File: src/rtl/final_project_pkg.sv
`default_nettype none
// ============================================================================
//  Module      : final_project_pkg
//  Description : Shared definitions for the final_project_cpu slice.
//                It provides the data width, register count, default ROM
//                depth, instruction field positions, opcode encodings, an
//                instruction encoder and the default program image.
//  Revision    : 1.0 - initial release
// ============================================================================
package final_project_pkg;

    localparam int C_DATA_W        = 8;
    localparam int C_NUM_REGS      = 4;
    localparam int C_REG_IDX_W     = 2;
    localparam int C_ROM_DEPTH_DEF = 32;
    localparam int C_INSTR_W       = 16;

    // Instruction layout: [15:12] opcode, [11:10] rd, [9:8] rs, [7:0] imm8
    localparam int C_OPC_LSB = 12;
    localparam int C_OPC_W   = 4;
    localparam int C_RD_LSB  = 10;
    localparam int C_RS_LSB  = 8;
    localparam int C_IMM_LSB = 0;
    localparam int C_IMM_W   = 8;

    typedef enum logic [3:0] {
        OP_NOP  = 4'h0,
        OP_LDI  = 4'h1,
        OP_MOV  = 4'h2,
        OP_ADD  = 4'h3,
        OP_SUB  = 4'h4,
        OP_AND  = 4'h5,
        OP_OR   = 4'h6,
        OP_XOR  = 4'h7,
        OP_SHL  = 4'h8,
        OP_SHR  = 4'h9,
        OP_JMP  = 4'hA,
        OP_JZ   = 4'hB,
        OP_JNZ  = 4'hC,
        OP_DEC  = 4'hD,
        OP_NOP2 = 4'hE,
        OP_HALT = 4'hF
    } opcode_e;

    function automatic logic [C_INSTR_W-1:0] f_encode(
        input opcode_e              op,
        input logic [1:0]           rd,
        input logic [1:0]           rs,
        input logic [C_IMM_W-1:0]   imm
    );
        return {op, rd, rs, imm};
    endfunction

    // Default program: count R0 down from 5, adding R1 into R3 each pass.
    function automatic logic [C_INSTR_W-1:0] f_default_prog(input int idx);
        logic [C_INSTR_W-1:0] instr;
        instr = f_encode(OP_NOP, 2'd0, 2'd0, 8'h00);
        case (idx)
            0:       instr = f_encode(OP_LDI,  2'd0, 2'd0, 8'h05);
            1:       instr = f_encode(OP_LDI,  2'd1, 2'd0, 8'h03);
            2:       instr = f_encode(OP_MOV,  2'd2, 2'd0, 8'h00);
            3:       instr = f_encode(OP_ADD,  2'd2, 2'd1, 8'h00);
            4:       instr = f_encode(OP_LDI,  2'd3, 2'd0, 8'h00);
            5:       instr = f_encode(OP_ADD,  2'd3, 2'd1, 8'h00);
            6:       instr = f_encode(OP_DEC,  2'd0, 2'd0, 8'h00);
            7:       instr = f_encode(OP_JNZ,  2'd0, 2'd0, 8'h05);
            8:       instr = f_encode(OP_HALT, 2'd0, 2'd0, 8'h00);
            default: instr = f_encode(OP_NOP, 2'd0, 2'd0, 8'h00);
        endcase
        return instr;
    endfunction

endpackage
`default_nettype wire

File: src/rtl/final_project_alu.sv
`default_nettype none
// ============================================================================
//  Module      : final_project_alu
//  Description : Combinational datapath for final_project_cpu. Computes the
//                register write value and write-enable for one instruction.
//                Branch, NOP and HALT opcodes never write a register.
//  Ports       : opcode_i - instruction opcode
//                a_i      - R[rd] (pre-edge value)
//                b_i      - R[rs] (pre-edge value)
//                imm_i    - 8-bit immediate
//                result_o - value to write into R[rd]
//                we_o     - register write enable
//  Revision    : 1.0 - initial release
// ============================================================================
module final_project_alu
    import final_project_pkg::*;
(
    input  opcode_e              opcode_i,
    input  logic [C_DATA_W-1:0]  a_i,
    input  logic [C_DATA_W-1:0]  b_i,
    input  logic [C_IMM_W-1:0]   imm_i,
    output logic [C_DATA_W-1:0]  result_o,
    output logic                 we_o
);

    always_comb begin
        result_o = '0;
        we_o     = 1'b0;
        case (opcode_i)
            OP_LDI: begin result_o = imm_i;                         we_o = 1'b1; end
            OP_MOV: begin result_o = b_i;                           we_o = 1'b1; end
            OP_ADD: begin result_o = a_i + b_i;                     we_o = 1'b1; end
            OP_SUB: begin result_o = a_i - b_i;                     we_o = 1'b1; end
            OP_AND: begin result_o = a_i & b_i;                     we_o = 1'b1; end
            OP_OR:  begin result_o = a_i | b_i;                     we_o = 1'b1; end
            OP_XOR: begin result_o = a_i ^ b_i;                     we_o = 1'b1; end
            OP_SHL: begin result_o = {a_i[C_DATA_W-2:0], 1'b0};     we_o = 1'b1; end
            OP_SHR: begin result_o = {1'b0, a_i[C_DATA_W-1:1]};     we_o = 1'b1; end
            OP_DEC: begin result_o = a_i - {{(C_DATA_W-1){1'b0}}, 1'b1}; we_o = 1'b1; end
            default: begin
                result_o = '0;
                we_o     = 1'b0;
            end
        endcase
    end

endmodule
`default_nettype wire

File: src/rtl/final_project_cpu.sv
`default_nettype none
// ============================================================================
//  Module      : final_project_cpu
//  Description : 8-bit, four-register, single-cycle processor running a fixed
//                program from an internal ROM. Fetch, decode and execute are
//                combinational; the register file, PC and halt flag update on
//                the rising clock edge. R0..R3 are exported as reg1..reg4.
//  Config      : `FINAL_PROJECT_BRANCH_EN - when defined JZ/JNZ are
//                implemented; otherwise they execute as NOP.
//  Parameters  : ROM_DEPTH     - instruction ROM entries (PC wraps at end)
//                USE_ROM_IMAGE - 1: take program from ROM_IMAGE,
//                                0: use the built-in default program
//                ROM_IMAGE     - packed program, entry 0 in the low 16 bits
//  Ports       : clk   - system clock, rising edge
//                reset - asynchronous active-high reset
//                reg1..reg4 - R0..R3 contents
//  Revision    : 1.0 - initial release
// ============================================================================
module final_project_cpu
    import final_project_pkg::*;
#(
    parameter int                            ROM_DEPTH     = C_ROM_DEPTH_DEF,
    parameter bit                            USE_ROM_IMAGE = 1'b0,
    parameter logic [ROM_DEPTH*C_INSTR_W-1:0] ROM_IMAGE    = '0
)
(
    input  logic                 clk,
    input  logic                 reset,
    output logic [C_DATA_W-1:0]  reg1,
    output logic [C_DATA_W-1:0]  reg2,
    output logic [C_DATA_W-1:0]  reg3,
    output logic [C_DATA_W-1:0]  reg4
);

    localparam int PC_W = (ROM_DEPTH > 1) ? $clog2(ROM_DEPTH) : 1;

    // ------------------------------------------------------------------
    // State
    // ------------------------------------------------------------------
    logic [PC_W-1:0]      pc_q;
    logic [PC_W-1:0]      pc_d;
    logic                 halt_q;
    logic                 halt_d;
    logic [C_DATA_W-1:0]  regs_q [C_NUM_REGS];

    // ------------------------------------------------------------------
    // Instruction ROM
    // ------------------------------------------------------------------
    logic [C_INSTR_W-1:0] w_rom [ROM_DEPTH];

    generate
        for (genvar gi = 0; gi < ROM_DEPTH; gi++) begin : g_rom
            if (USE_ROM_IMAGE) begin : g_image
                assign w_rom[gi] = ROM_IMAGE[gi*C_INSTR_W +: C_INSTR_W];
            end else begin : g_default
                assign w_rom[gi] = f_default_prog(gi);
            end
        end
    endgenerate

    // ------------------------------------------------------------------
    // Fetch / decode
    // ------------------------------------------------------------------
    logic [C_INSTR_W-1:0]   w_instr;
    opcode_e                w_opcode;
    logic [C_REG_IDX_W-1:0] w_rd;
    logic [C_REG_IDX_W-1:0] w_rs;
    logic [C_IMM_W-1:0]     w_imm;
    logic [C_DATA_W-1:0]    w_a;
    logic [C_DATA_W-1:0]    w_b;

    assign w_instr  = w_rom[pc_q];
    assign w_opcode = opcode_e'(w_instr[C_OPC_LSB +: C_OPC_W]);
    assign w_rd     = w_instr[C_RD_LSB +: C_REG_IDX_W];
    assign w_rs     = w_instr[C_RS_LSB +: C_REG_IDX_W];
    assign w_imm    = w_instr[C_IMM_LSB +: C_IMM_W];
    assign w_a      = regs_q[w_rd];
    assign w_b      = regs_q[w_rs];

    // ------------------------------------------------------------------
    // Execute
    // ------------------------------------------------------------------
    logic [C_DATA_W-1:0] w_result;
    logic                w_we;

    final_project_alu u_alu (
        .opcode_i (w_opcode),
        .a_i      (w_a),
        .b_i      (w_b),
        .imm_i    (w_imm),
        .result_o (w_result),
        .we_o     (w_we)
    );

    // ------------------------------------------------------------------
    // Branch and next-PC logic
    // ------------------------------------------------------------------
    logic            w_taken;
    logic [PC_W-1:0] w_target;
    logic [PC_W-1:0] w_pc_inc;

    assign w_target = w_imm[PC_W-1:0];
    assign w_pc_inc = (pc_q == PC_W'(ROM_DEPTH - 1)) ? '0 : pc_q + 1'b1;

    always_comb begin
        w_taken = 1'b0;
        case (w_opcode)
            OP_JMP: w_taken = 1'b1;
`ifdef FINAL_PROJECT_BRANCH_EN
            OP_JZ:  w_taken = (w_a == '0);
            OP_JNZ: w_taken = (w_a != '0);
`endif
            default: w_taken = 1'b0;
        endcase
    end

    always_comb begin
        halt_d = halt_q;
        pc_d   = pc_q;
        if (!halt_q) begin
            if (w_opcode == OP_HALT) begin
                // PC parks on the HALT instruction
                halt_d = 1'b1;
                pc_d   = pc_q;
            end else if (w_taken) begin
                pc_d = w_target;
            end else begin
                pc_d = w_pc_inc;
            end
        end
    end

    // ------------------------------------------------------------------
    // Sequential state
    // ------------------------------------------------------------------
    always_ff @(posedge clk or posedge reset) begin
        if (reset) begin
            pc_q   <= '0;
            halt_q <= 1'b0;
            for (int i = 0; i < C_NUM_REGS; i++) begin
                regs_q[i] <= '0;
            end
        end else begin
            pc_q   <= pc_d;
            halt_q <= halt_d;
            if (w_we && !halt_q) begin
                regs_q[w_rd] <= w_result;
            end
        end
    end

    assign reg1 = regs_q[0];
    assign reg2 = regs_q[1];
    assign reg3 = regs_q[2];
    assign reg4 = regs_q[3];

endmodule
`default_nettype wire

File: config.mk
export PLATFORM = sky130hd
export DESIGN_NAME = final_project_cpu
export DESIGN_NICKNAME = d
export VERILOG_FILES = /design/src/rtl/final_project_pkg.sv /design/src/rtl/final_project_alu.sv /design/src/rtl/final_project_cpu.sv
export SDC_FILE = /design/constraint.sdc
export NUM_CORES = 1
export LEC_CHECK = 0
export BUFFER_PORTS_ARGS = -buffer_cell sky130_fd_sc_hd__buf_2
export CORE_MARGIN = 1
export CORE_UTILIZATION = 40
export DETAILED_ROUTE_END_ITERATION = 16
export HOLD_SLACK_MARGIN = 0.02
export PLACE_DENSITY_LB_ADDON = 0.25
export SLEW_MARGIN = 20
export SYNTH_ARGS = -nofsm -noshare
export SYNTH_HDL_FRONTEND = slang
export SYNTH_SLANG_ARGS = --single-unit
File: constraint.sdc
create_clock -name clk -period 7.6 [get_ports clk]
set_clock_uncertainty 0.15 [all_clocks]
set_input_delay 1.52 -clock clk [delete_from_list [all_inputs] [get_ports clk]]
set_output_delay 1.52 -clock clk [all_outputs]
set_load 0.02 [all_outputs]
==> summary.md, run 1 <==
| Metric | Value |
|---|---|
| Status | `finished clean` |
| N_diodes | `0` |
| Synth Register Bits | `38` |
| RSZ-0062 raised after global routing | `false` |
| Setup TNS | `0 ps` |
| Clock Latency Late Sink | `290 ps` |
| Post-Route WL | `7.42 mm` |
| Vias | `2435` |
| Number of global-route vias before repair | `2351` |
| Synth Warn # | `0` |
| Total Die Area | `7360 sq um` |
| Async SR Flop Fraction | `100%` |
| DRC | `0` |
| Worst R2R Path Depth | `16` |
| Psw | `0.0810 mW` |
| Ys flop type | `dfrtp_1` |
| Hold path depth | `2` |
| Chip height | `85.8 microns` |
| Startpoint types | `flip-flop` |
| Clock transition at the registers of the reported paths | `90 ps` |
| I/O pin cnt | `34` |
| Post-detail-place hpwl | `5.41 mm` |
| Actual slew at the worst max-slew pin | `942 ps` |
| Initial DRC count | `183` |
| First-pass GRT wire length | `12.2 mm` |
| Crit path arrival time | `4750 ps` |
| Fraction of layout cells with a size suffix above 1 | `18.7%` |
| Worst Hold Class | `flip-flop to flip-flop` |
| Num CTS Buffers | `5` |
| Crit-path max FO | `18` |
| Area contributors post-synth | `dfrtp_1 (34%), nand2_1 (7.9%), ha_1 (6.7%)` |
| # hold bufs at CTS | `0` |
| Setup Viol. Count Final | `0` |
| Power per cell area | `114 nW/um^2` |
| Gr usage total | `21.5%` |
| Die width | `85.8 microns` |
| Data required time of the critical path | `7690 ps` |
| Initial Util | `41.3%` |
| Post-CTS setup buffer count | `0` |
| Flop pwr share | `56.6%` |
| Part of the power in combinational logic | `1.3%` |
| Post-synth EDFFs | `0` |
| Largest net degree at the start of global routing | `39` |
| # H-tree levels | `2` |
| Mean post-synth cell area | `8.67 sq um` |
| Final antenna-violating net count | `0` |
| Syn Nets | `342` |
| Sequential area share after synthesis | `33.9%` |
| Initial antenna violation count | `0` |
| Layout net count | `370` |
| Fin crit share | `61.3%` |
| Largest area contributor in the netlist | `dfrtp_1` |
| Pwr Total | `0.357 mW` |
| Area grow syn2layout | `11.4%` |
| Clock power share | `42.1%` |
| DRT Pass-1 Iters | `4` |
| Slew HR | `37.2%` |
| CTS tree | `done` |
| Final Wtd Congestion | `0.823` |
| Worst VDD drop | `0.0782 mV` |
| Sw frac | `22.7%` |
| Filler instances | `649` |
| Final Util | `46.0%` |
| Area of the mapped netlist | `2810 sq um` |
| Synth top area share | `33.9%` |
| Pint | `0.276 mW` |
| Cts repair resizes | `0` |
| Post-route minimum period | `4660 ps` |
| Final Hold Vio Count | `0` |
| Core area | `6790 sq um` |
| Via density | `5.42` |
| Syn Inst Count | `324` |
| CTS Root Cell | `clkbuf_8` |
| Clock sink count | `38` |
| Max Slew Vio Count | `0` |
| Wirelength per Cell | `16.5 microns` |
| Hold slack | `361 ps` |
| Total grt overflow | `0` |
| Leak pwr | `1.46 nW` |
| Max-Cap Viols | `0` |
| FMAX | `215 MHz` |
| Row count | `30` |
| Worst setup EP type | `flip-flop` |
| CP Class | `flip-flop to flip-flop` |
| Library cells used by synthesis | `49` |
| I/O Buffers | `33` |
| Clock buffer depth | `2` |
[area by class of cell]
cell class	count	area [sq um]	share of cell area, %
clock buffer	6	82.6	2.64
sequential	38	951	30.4
inverter	9	33.8	1.08
multi-input combinational	262	1740	55.6
timing repair buffer	36	188	6.00
tap	96	120	3.84
clock inverter	2	12.5	0.400
[synth_stat cells (3+ instances only)]
cell       n
nand2_1   59
dfrtp_1   38
nor2_1    28
nor3_1    19
o21ai_0   19
mux2i_1   17
mux2_2    16
ha_1      15
inv_1      9
nand3_1    8
o22a_1     8
clkbuf_1   7
a21oi_1    6
a31oi_1    6
nor3b_1    5
and3_1     4
o21a_1     4
o22ai_1    4
xnor2_1    4
xor2_1     4
buf_2      3
buf_6      3
nand2b_1   3
o31ai_1    3
or4_1      3
[registers in the layout, summed over array words and instances, names as in the netlist]
register,cells
pc_q,5
reg4,8
reg2,8
halt_q,1
reg3,8
reg1,8
[metrics by stage]
stage | instance area (sq um) | instances | worst slack [ps]
after floorplan | 2810 | 324 | 3680
after global placement | 3030 | 441 | 3200
after detailed placement | 3030 | 441 | 3010
after CTS | 3130 | 449 | 2980
after global routing | 3130 | 449 | 2660
final | 3130 | 449 | 2940
[critical path, stage by stage, from the launching register on]
cell	delay [ps]
dfrtp_1	480
inv_1	140
ha_1	220
nand2_1	80
a21oi_2	770
mux2i_1	380
ha_1	240
xor2_1	160
nand2_1	70
ha_1	320
nor2b_1	140
o21ai_0	200
a21boi_0	150
o21a_1	200
o21a_1	160
o32ai_1	490
mux2_2	260
[cell usage in the layout (no fill, tap or decap), types with 2 or more instances in the layout]
master / instances
a21oi_1: 6
a31oi_1: 6
and3_1: 4
buf_2: 33
buf_4: 3
clkbuf_8: 6
dfrtp_1: 38
ha_1: 15
inv_1: 9
mux2_1: 2
mux2_2: 16
mux2i_1: 17
nand2_1: 59
nand2b_1: 3
nand3_1: 8
nor2_1: 28
nor2b_1: 2
nor3_1: 19
nor3b_1: 5
o21a_1: 4
o21ai_0: 19
o22a_1: 8
o22ai_1: 4
o31ai_1: 3
o32ai_1: 2
o41a_1: 2
or4_1: 3
xnor2_1: 4
xor2_1: 4
[worst paths after layout]
| path | from | end | slack [ps] |
|---|---|---|---|
| min in group asynchronous | reset | halt_q$_DFF_PP0_ | 1180 |
| setup reg to reg | pc_q[1]$_DFFE_PP0P_ | reg2[6]$_DFFE_PP0P_ | 2940 |
| max in group asynchronous | reset | reg4[3]$_DFFE_PP0P_ | 5770 |
| setup / recovery | pc_q[1]$_DFFE_PP0P_ | reg2[6]$_DFFE_PP0P_ | 2940 |
| hold reg to reg | reg3[0]$_DFFE_PP0P_ | reg3[0]$_DFFE_PP0P_ | 360 |
| hold / removal | reg3[0]$_DFFE_PP0P_ | reg3[0]$_DFFE_PP0P_ | 360 |
[cell families (layout without fill, tap and decap cells)]
| family | count (synthesis) | in the layout | share of synthesized area (%) |
|---|---|---|---|
| mux | 35 | 35 | 13.3 |
| flops | 38 | 38 | 33.9 |
| compound gates | 63 | 63 | 15.5 |
| simple gates | 139 | 139 | 22.7 |
| xor+xnor | 9 | 9 | 3.07 |
| buf+inv | 24 | 53 | 4.14 |
| fa+ha+maj | 16 | 16 | 7.40 |
[layer usage]
layer	wire length (microns)	part of all wire [%]	track usage [%]	vias up
met5	0	0	0	-
met4	62	0.84	5.15	0
met1	3670	49	32.9	1140
li1	-	-	-	1216
met3	434	5.8	3.56	4
met2	3250	44	31.4	75
[power by group through the flow]
stage          clock network [mW]  logic, mW  registers [mW]
2_1_floorplan                   0    0.00297           0.206
3_3_place_gp                    0    0.00498           0.206
3_5_place_dp                    0    0.00495           0.206
4_1_cts                     0.153    0.00494           0.202
5_1_grt                     0.163    0.00558           0.202
6_report                    0.150    0.00457           0.202
Power figures use the tool's default switching activity.
==> inputs of run 2 (changes only) <==
- clock period: 7.6 -> 4.45 ns (I/O delays scaled with it)
==> run 2 against run 1 <==
Sequential power up 71%. Count of clock-buffer cells in the layout up 1. Via count up 1.4%. Global-route usage about the same. Largest power group unchanged. Register-to-register slack worse by 2500 ps. Sequential share of layout area down 0.36 points. Power up 70%. Flip-flop and latch count unchanged.
==> summary.md, run 2 (same netlist as run 1, synthesis figures left out) <==
| Metric | Value |
|---|---|
| Crit-path max FO | `9` |
| Gr usage total | `21.5%` |
| Placed Area | `3060 sq um` |
| DRC | `0` |
| Final Cell Area | `3170 sq um` |
| Post-Route WL | `7.47 mm` |
| Pint | `0.471 mW` |
| Initial Util | `41.3%` |
| DRT Pass-1 Iters | `4` |
| Fin crit share | `90.9%` |
| Max Slew Vio Count | `0` |
| First-pass GRT wire length | `12.3 mm` |
| # H-tree levels | `2` |
| Chip height | `85.8 microns` |
| Flop pwr share | `56.9%` |
| Data required time of the critical path | `4530 ps` |
| Worst R2R Path Depth | `15` |
| Clock buffer depth | `2` |
| Number of global-route vias before repair | `2321` |
| Status | `finished clean` |
| Largest net degree at the start of global routing | `39` |
| CTS tree | `done` |
| Post-CTS setup buffer count | `0` |
| I/O Buffers | `33` |
| Crit path arrival time | `4130 ps` |
| Max-Cap Viols | `0` |
| Part of the power in combinational logic | `1.3%` |
| I/O pin cnt | `34` |
| Power per cell area | `192 nW/um^2` |
| Die width | `85.8 microns` |
| Row count | `30` |
| Clock transition at the registers of the reported paths | `80 ps` |
| Most common cell after layout, fill and taps aside | `nand2_1` |
| Num CTS Buffers | `5` |
| Clock Latency Late Sink | `290 ps` |
| Sw frac | `22.4%` |
| N_diodes | `0` |
| Layout net count | `374` |
| Hold slack | `360 ps` |
| Fraction of layout cells with a size suffix above 1 | `19.9%` |
| Leak pwr | `1.48 nW` |
| Area grow syn2layout | `12.7%` |
| Total Die Area | `7360 sq um` |
| FMAX | `247 MHz` |
| Via density | `5.45` |
| Vias | `2469` |
| RSZ-0062 raised after global routing | `false` |
| Wirelength per Cell | `16.5 microns` |
| Worst VDD drop | `0.144 mV` |
| Clock sink count | `38` |
| Startpoint types | `flip-flop` |
| CP Class | `flip-flop to flip-flop` |
| Setup Viol. Count Final | `0` |
| Cell count after placement | `445` |
| Setup TNS | `0 ps` |
| Total grt overflow | `0` |
| Worst setup EP type | `flip-flop` |
| Initial DRC count | `247` |
| CTS Root Cell | `clkbuf_8` |
| Non-filler cells, final | `453` |
| Clock power share | `41.8%` |
| Slew HR | `44.0%` |
| Actual slew at the worst max-slew pin | `829 ps` |
| Post-detail-place hpwl | `5.47 mm` |
| Core area | `6790 sq um` |
| Initial antenna violation count | `0` |
| Filler instances | `669` |
| Final Util | `46.6%` |
| Final Hold Vio Count | `0` |
| Most frequent cells in the layout | `nand2_1 (59), dfrtp_1 (38), buf_2 (33)` |
| Final antenna-violating net count | `0` |
| Post-route minimum period | `4040 ps` |
| Psw | `0.136 mW` |
| Final Wtd Congestion | `0.907` |
| Hold path depth | `2` |
| Worst Hold Class | `flip-flop to flip-flop` |
==> run 2: cell count changes in the layout (fill, tap and decap cells not counted) <==
| cell | change |
|---|---|
| buf_4 | +4 |
| clkbuf_1 | +1 |
| clkinvlp_4 | -1 |
| o32ai_1 | -1 |
| o32ai_2 | +1 |
| or4_1 | -1 |
| or4_4 | +1 |
==> run 2: final cells by class <==
| class | instances | area (sq um) | area share, % |
|---|---|---|---|
| repair buffers | 40 | 218 | 6.88 |
| clock inverters | 1 | 5.00 | 0.158 |
| inverters | 9 | 33.8 | 1.07 |
| clock buffers | 7 | 86.3 | 2.73 |
| well taps | 96 | 120 | 3.79 |
| multi-input cells | 262 | 1750 | 55.3 |
| flip-flops and latches | 38 | 951 | 30.0 |
==> run 2: power by group through the flow <==
stage          combinational, mW  clock, mW  sequential (mW)
2_1_floorplan            0.00508          0            0.352
3_3_place_gp             0.00830          0            0.352
3_5_place_dp             0.00863          0            0.352
4_1_cts                  0.00862      0.258            0.345
5_1_grt                  0.00958      0.275            0.345
6_report                 0.00789      0.254            0.345
==> run 2: critical path, stage by stage, from the launching register on <==
cell and delay, ps:
dfrtp_1 490, inv_1 130, ha_1 240, mux2i_1 250, nand2_1 200, or4_4 620, nand2_1 120, inv_1 60
fa_1 430, nor2b_1 120, o21ai_0 100, a21boi_0 240, o21a_1 170, nor3_1 60, o32ai_2 380, mux2_2 220
==> run 2: through the flow <==
stage               power (mW)  setup WS, ps
floorplan                0.357           534
global placement         0.360           358
detailed placement       0.360           207
CTS                      0.611           188
global route             0.630          80.1
finish                   0.607           405
==> run 2: routing by layer <==
| metal | routed length (microns) | up-vias | track usage [%] |
|---|---|---|---|
| met5 | 0 | - | 0 |
| met4 | 104 | 0 | 6.36 |
| met3 | 285 | 8 | 3.56 |
| met2 | 3360 | 59 | 33.2 |
| met1 | 3720 | 1173 | 31.0 |
| li1 | - | 1229 | - |
==> run 2: path summary, 6_finish.rpt <==
path                                startpoint                   to  slack [ps]
max                        pc_q[1]$_DFFE_PP0P_  reg4[6]$_DFFE_PP0P_         410
min                        reg4[3]$_DFFE_PP0P_  reg4[3]$_DFFE_PP0P_         360
max reg2reg                pc_q[1]$_DFFE_PP0P_  reg4[6]$_DFFE_PP0P_         410
min reg2reg                reg4[3]$_DFFE_PP0P_  reg4[3]$_DFFE_PP0P_         360
max in group asynchronous                reset  reg4[6]$_DFFE_PP0P_        3240
min in group asynchronous                reset  pc_q[4]$_DFFE_PP0P_         560
==> run 2: timing repair <==
| action | CTS | global route |
|---|---|---|
| resized for setup | 0 | 2 |
| hold buffers | 0 | 0 |
| setup endpoints to repair | 0 | 4 |
